`src/rtl/sr_latch_monitor.sv`:
```
// Cycle-level response monitor for an SR latch: tracks the expected latch state,
// flags output mismatches and keeps saturating statistics. Optional: FIRST_ERR_CAPTURE_EN.
module sr_latch_monitor #(
  parameter int CNT_W = 16
) (
  input  logic             clk,
  input  logic             rst_n,
  input  logic             clr,
  input  logic             sample_valid,
  input  logic             e,
  input  logic             s,
  input  logic             r,
  input  logic             q,
  input  logic             q_bar,
  output logic             err_pulse,
  output logic             fail,
  output logic [1:0]       model_state,
  output logic [CNT_W-1:0] sample_cnt,
  output logic [CNT_W-1:0] err_cnt,
  output logic [CNT_W-1:0] illegal_cnt
`ifdef FIRST_ERR_CAPTURE_EN
  ,
  output logic             first_err_valid,
  output logic [4:0]       first_err_vec,
  output logic [CNT_W-1:0] first_err_idx
`endif
);

  typedef enum logic [1:0] {
    UNKNOWN = 2'b00,
    KNOWN_0 = 2'b01,
    KNOWN_1 = 2'b10
  } state_t;

  state_t state;
  state_t next_state;
  logic   illegal;
  logic   mismatch;

  function automatic logic [CNT_W-1:0] sat_inc(input logic [CNT_W-1:0] v);
    return (&v) ? v : v + 1'b1;
  endfunction

  // The check is made against the state this sample moves the latch into.
  // Case-inequality keeps x/z on the latch outputs visible as an error.
  always_comb begin
    next_state = state;
    illegal    = e & s & r;
    if (illegal)
      next_state = UNKNOWN;
    else if (e & s)
      next_state = KNOWN_1;
    else if (e & r)
      next_state = KNOWN_0;

    mismatch = 1'b0;
    case (next_state)
      KNOWN_1: mismatch = (q !== 1'b1) || (q_bar !== 1'b0);
      KNOWN_0: mismatch = (q !== 1'b0) || (q_bar !== 1'b1);
      default: mismatch = 1'b0;
    endcase
  end

  always_ff @(posedge clk or negedge rst_n) begin
    if (!rst_n) begin
      state       <= UNKNOWN;
      err_pulse   <= 1'b0;
      fail        <= 1'b0;
      sample_cnt  <= '0;
      err_cnt     <= '0;
      illegal_cnt <= '0;
`ifdef FIRST_ERR_CAPTURE_EN
      first_err_valid <= 1'b0;
      first_err_vec   <= '0;
      first_err_idx   <= '0;
`endif
    end else if (clr) begin
      state       <= UNKNOWN;
      err_pulse   <= 1'b0;
      fail        <= 1'b0;
      sample_cnt  <= '0;
      err_cnt     <= '0;
      illegal_cnt <= '0;
`ifdef FIRST_ERR_CAPTURE_EN
      first_err_valid <= 1'b0;
      first_err_vec   <= '0;
      first_err_idx   <= '0;
`endif
    end else begin
      err_pulse <= 1'b0;
      if (sample_valid) begin
        state      <= next_state;
        sample_cnt <= sat_inc(sample_cnt);
        if (illegal)
          illegal_cnt <= sat_inc(illegal_cnt);
        if (mismatch) begin
          err_pulse <= 1'b1;
          fail      <= 1'b1;
          err_cnt   <= sat_inc(err_cnt);
`ifdef FIRST_ERR_CAPTURE_EN
          if (!first_err_valid) begin
            first_err_valid <= 1'b1;
            first_err_vec   <= {e, s, r, q, q_bar};
            first_err_idx   <= sample_cnt;
          end
`endif
        end
      end
    end
  end

  assign model_state = state;

endmodule

```
`config.mk`:
```
export PLATFORM = sky130hd
export DESIGN_NAME = sr_latch_monitor
export DESIGN_NICKNAME = d
export VERILOG_FILES = /design/src/rtl/sr_latch_monitor.sv
export SDC_FILE = /design/constraint.sdc
export NUM_CORES = 1
export LEC_CHECK = 0
export ABC_AREA = 1
export CORE_MARGIN = 10
export CORE_UTILIZATION = 30
export DETAILED_ROUTE_END_ITERATION = 12
export PLACE_DENSITY = 0.62
export SLEW_MARGIN = 10
export SYNTH_ARGS = -nofsm -noshare
export SYNTH_HDL_FRONTEND = slang
export SYNTH_SLANG_ARGS = --single-unit
```
`constraint.sdc`:
```
create_clock -name clk -period 2.45 [get_ports clk]
set_clock_uncertainty 0.2 [all_clocks]
set_input_delay 0.49 -clock clk [delete_from_list [all_inputs] [get_ports clk]]
set_output_delay 0.49 -clock clk [all_outputs]
set_load 0.05 [all_outputs]
```
======== Yosys cells after proc, flatten, opt, wreduce, memory -nomap -nowiden ========
Index checks and enable logic that the tools add are counted.
operators by class
  add/sub/neg operators ................... 3
  equality and inequality tests ........... 9
  multiplexer cells ....................... 23
  bitwise operators ....................... 3
  reduce and logical (&&, ||, !) cells .... 12
operator list
  cell                                                                    number
  16-bit 2-to-1 mux                                                       11
  16-bit by 1-bit adder with 16-bit output (second input constant)        3
  16-bit AND reduction                                                    3
  2-bit 2-to-1 mux                                                        5
  1-bit 2-to-1 mux                                                        6
  2-bit inequality test (second input constant)                           3
  3-bit AND reduction                                                     2
  2-bit nonzero test                                                      3
  1-bit case inequality test (second input constant)                      4
  2-bit AND reduction                                                     2
  1-bit bitwise AND                                                       3
  2-bit by 1-bit equality test with 1-bit output (second input constant)  1
  2-bit equality test (second input constant)                             1
  1-bit logical OR                                                        2
  1-bit one-hot mux with 2 select lines                                   1
storage, ports and cells
  register bits after elaboration ......... 52
  input port bits ......................... 9
  output and inout bits ................... 52
  logic and storage cells ................. 56

======== Logic depth before layout (Yosys ltp) ========
  depth after elaboration ................. 9
  depth in mapped cells ................... 13
  depth with buffers taken out ............ 13

======== Worst setup path after synthesis ========
No wires, ideal clock.
  path kind ............................... register -> register
  start point ............................. register state[0], in the netlist model_state[0]
  end point ............................... register err_cnt[6]
  library setup time ...................... 0.120 ns
  arrival time ............................ 1.890 ns
  path slack .............................. 0.240 ns
  stages on the path, launching flop included .. 11
  clock period less this slack ............ 2.210 ns
  cells stage by stage .................... dfrtp_1 -> o21ai_0 -> inv_1 -> ha_1 -> nor2_1 -> nand2_1 -> inv_2 -> nand2_8 -> buf_12 -> nand3_2 -> o21ai_2
between the ends
  longest elaborated chain between the ends .. 7
RTL lines
  element                                                                                line  text
  start, declared                                                                        35    state_t state;
  start signal, assigned                                                                 92    state <= next_state;
  2-bit 2-to-1 mux (*)                                                                   53    else if (e & r)
  2-bit 2-to-1 mux (*)                                                                   51    else if (e & s)
  2-bit 2-to-1 mux (*)                                                                   49    if (illegal)
  2-bit by 1-bit equality test with 1-bit output or 2-bit equality test (tied branches)  57    case (next_state)
  1-bit one-hot mux with 2 select lines (*)                                              57
  2-bit nonzero test (no line) (*)                                                       n/a
  3-bit AND reduction (no line) (*)                                                      n/a
  end signal, assigned                                                                   99    err_cnt <= sat_inc(err_cnt);
  end, declared                                                                          19    output logic [CNT_W-1:0] err_cnt,
Mark *: on every way between the ends. The rest lies on a longest branch, timed or not.
A chain may end at the register's enable or synchronous reset.

======== Worst setup path after layout ========
  start point ............................. register illegal_cnt[12]
  end point ............................... output port illegal_cnt[12]
RTL lines
  element                 line  text
  start, declared         20    output logic [CNT_W-1:0] illegal_cnt
  start signal, assigned  95    illegal_cnt <= sat_inc(illegal_cnt);
No word-level cell between the ends.

==> metrics.md <==
| Metric | Value |
|---|---|
| Status | `finished, final reports clean` |
| Initial antenna violation count | `0` |
| Worst setup endpoint | `illegal_cnt[12]` |
| Cell Rows | `38` |
| Die W | `125 um` |
| Die ar. | `0.0157 mm2` |
| XOR/XNOR Fraction of Synth Area | `3.41%` |
| Clock-pin slew on the worst setup and hold paths | `about 100 ps` |
| CTS root buf | `clkbuf_8` |
| Cells after synthesis | `465` |
| Required time of the critical path | `1760 ps` |
| Setup violations, final | `0` |
| Worst Setup End Kind | `output port` |
| Vias per inst | `4.72` |
| Fin. max-slew vios | `0` |
| Most frequent cells in the layout | `nand2_1 (152), nor2_1 (65), clkdlybuf4s50_1 (59)` |
| Worst setup path start | `illegal_cnt[12]` |
| Post-synthesis sequential area ratio | `39.0%` |
| Instance count on the critical path | `1` |
| Asr flop ratio synth | `100%` |
| Crit-path max cell delay | `880 ps` |
| Post-synth EDFFs | `0` |
| Period utilisation layout | `96.9%` |
| Clk network pwr share | `33.6%` |
| CTS tree | `built` |
| Final hold slack | `307 ps` |
| Largest family of logic cells by synthesized area | `simple AND/OR/NAND/NOR gates` |
| Setup slack, reg-to-reg | `approximately 500 ps` |
| Largest fanout on the critical path | `7` |
| Most common cell after layout, fill and taps aside | `nand2_1` |
| Post-DRT Antenna Nets | `0` |
| Post-synth top flop | `dfrtp_1` |
| CP delay by family, top | `buffers and inverters` |
| Antenna cells | `0` |
| Pre-antenna DRT Iters | `4` |
| Max_slew headroom | `between 60% and 70%` |
| Wire length of the first global-routing pass | `15.7 mm` |
| Critical R2R Launch | `model_state[0]` |
| Final hold viol count | `0` |
| Net Sw Power | `0.000419 W` |
| Setup Crit Path Kind | `reg2out` |
| CTS H-tree lvls | `2` |
| Port bufs | `60` |
| Cell Pwr Density | `368 mW/mm2` |
| Final instance area | `0.00428 mm2` |
| Seq pwr share | `55.4%` |
| R2R Path End | `err_cnt[1]` |
| Switching share of power | `26.6%` |
| CP Cell Sequence | `clkdlybuf4s50_1` |
| Overall Power | `0.00157 W` |
| Max Fclk | `0.421 GHz` |
| Clock latency on the worst-skew pair | `310 ps` |
| Startpoint Class | `register` |
| VDD IR max | `0.199 mV` |
| Initial core utilization | `30.8%` |
| Remaining Overflow, GRT | `0` |
| Clock Sinks | `52` |
| Slowest-stage cell, CP | `clkdlybuf4s50_1` |
| P&R area growth vs syn | `28.2%` |
| Clock buffer depth | `2` |
| Internal cell power | `0.00116 W` |
| GPL Wtd Cong | `0.903` |
| Num CTS Buffers | `5` |
| DPL Wire Length | `7.03 mm` |
| Leakage | `1.82 nW` |
| Mux contribution to synthesized area | `0%` |
| Yosys reg bits | `52` |
| Synthesis warning total | `0` |
| Largest net degree at the start of global routing | `44` |
| Iteration-0 DRC count of the detailed router | `272` |
| HP Class | `reg2reg` |
| Vias in the first global route | `3142` |
| Final WL | `9.15 mm` |
| RSZ-0062 raised after global routing | `false` |
| Max-cap violation count | `0` |
| DR DRC count | `0` |
| Area fraction in compound gates after synthesis | `9.38%` |
| Die Ht | `125 um` |
| IO Count | `61` |
| Synth unique cells | `32` |
| Tmin final | `2370 ps` |
| CORE AREA | `roughly 0.011 mm2` |
| WL per Instance | `around 13 um` |
| Post-synthesis adder-cell area fraction | `under 10%` |
| Reg2Reg Depth | `9` |
| Combinational fraction of design power | `between 10% and 20%` |
| Fin util | `39.5%` |
| Worst slew pin tran | `around 530 ps` |
| Synth Cell Area | `~0.0033 mm2` |
| CP bufs+invs | `1` |
| Simple-gate area share of the yosys netlist | `39.9%` |
| Placed inst area | `0.00417 mm2` |
| Total vias in the final route | `3203` |
| Syn_area_per_cell | `7.17 um2` |
| Synth Net Count | `about 480` |
| Layout cells sized above 1 | `10.4%` |
| Final nets | `552` |
| Critical path arrival | `roughly 1700 ps` |
| Tot GR Track Use | `approximately an eighth` |
==> worst min path at each step <==
stage | from | end | slack [ps] | depth (start not counted)
final | fail | fail | 310 | 1
after global routing | fail | fail | 350 | 1
after CTS | fail | fail | 320 | 1
after detailed placement | rst_n | illegal_cnt[2] | 180 | 1
after global placement | rst_n | illegal_cnt[1] | 180 | 1
after floorplan | rst_n | err_cnt[0] | -6 | 0
==> synthesized netlist by cell type (2+ instances only) <==
| master | number | area, um2 |
|---|---|---|
| inv_2 | 3 | 11.3 |
| nand4_1 | 15 | 93.8 |
| nand3b_1 | 2 | 15.0 |
| nor2_1 | 65 | 244 |
| nand2_1 | 152 | 571 |
| xnor2_1 | 2 | 17.5 |
| nand3_2 | 10 | 100 |
| ha_1 | 5 | 62.6 |
| buf_2 | 5 | 25.0 |
| o21ai_1 | 2 | 10.0 |
| o21ai_2 | 5 | 43.8 |
| o21bai_1 | 9 | 67.6 |
| nor2_2 | 4 | 25.0 |
| nand2_2 | 5 | 31.3 |
| xor2_1 | 11 | 96.3 |
| a21oi_1 | 10 | 50.1 |
| o21a_1 | 2 | 15.0 |
| dfrtp_1 | 52 | 1300 |
| buf_6 | 2 | 22.5 |
| o21ai_0 | 24 | 120 |
| nand3_1 | 32 | 160 |
| clkbuf_1 | 2 | 7.51 |
| nor3_1 | 5 | 25.0 |
| inv_1 | 33 | 124 |
==> timing repair <==
action / 4_1_cts / 5_1_grt
gates resized for setup: 0 / 4
setup buffers: 0 / 0
setup endpoints to repair: 0 / 11
endpoints found under the hold margin: 9 / 0
hold buffers: 1 / 0
==> kinds of logic after synthesis <==
logic type | Yosys count
DFF | 52
adders and majority gates | 5
buffers and inverters | 47
xor gates and xnor gates | 13
AOI/OAI and AO/OA | 53
and+or+nand+nor | 295
==> sequential cells by signal, summed over array words and instances (netlist names) <==
signal	cells
err_cnt	16
err_pulse	1
fail	1
illegal_cnt	16
model_state	2
sample_cnt	16
==> stage by stage <==
step | setup slack [ps] | TNS [ps] | cells
floorplan | 240 | 0 | 465
global placement | -204 | -2500 | 670
detailed placement | -239 | -3020 | 670
CTS | 58.0 | 0 | 679
global route | 2.79 | 0 | 679
finish | 75.5 | 0 | 679
==> worst register-to-register path, delay by kind of cell, from the launching register on <==
kind	cells	cell delay [ps]
flip-flops	1	420
AND/OR/NAND/NOR	3	270
adder cells (fa/ha/maj)	1	270
buffers and inverters	3	380
AO/OA/AOI/OAI	2	350
==> per-layer routing <==
metal  GRT usage [%]  part of all wire [%]  wire length (um)  vias up
li1                -                     -                 -     1647
met2            18.4                    47              4280       67
met3            3.59                   6.3               572        8
met4            3.18                   1.0                94        0
met1            14.9                    46              4200     1481
met5               0                     0                 0        -
==> power groups by stage <==
stage                      logic, W  clock network, W  registers (W)
after floorplan           0.0000694                 0       0.000912
after global placement     0.000172                 0       0.000889
after detailed placement   0.000174                 0       0.000888
after CTS                  0.000176          0.000550       0.000872
after global routing       0.000194          0.000585       0.000873
final                      0.000175          0.000528       0.000872
==> cell type report <==
type                    instances  area [um2]
fillers                      1147        6560
multi-input cells             366        1830
flip-flops and latches         52        1300
repair buffers                 76         743
well taps                     140         175
inverters                      37         140
clock buffers                   8        90.1
Power figures use the tool's default switching activity.
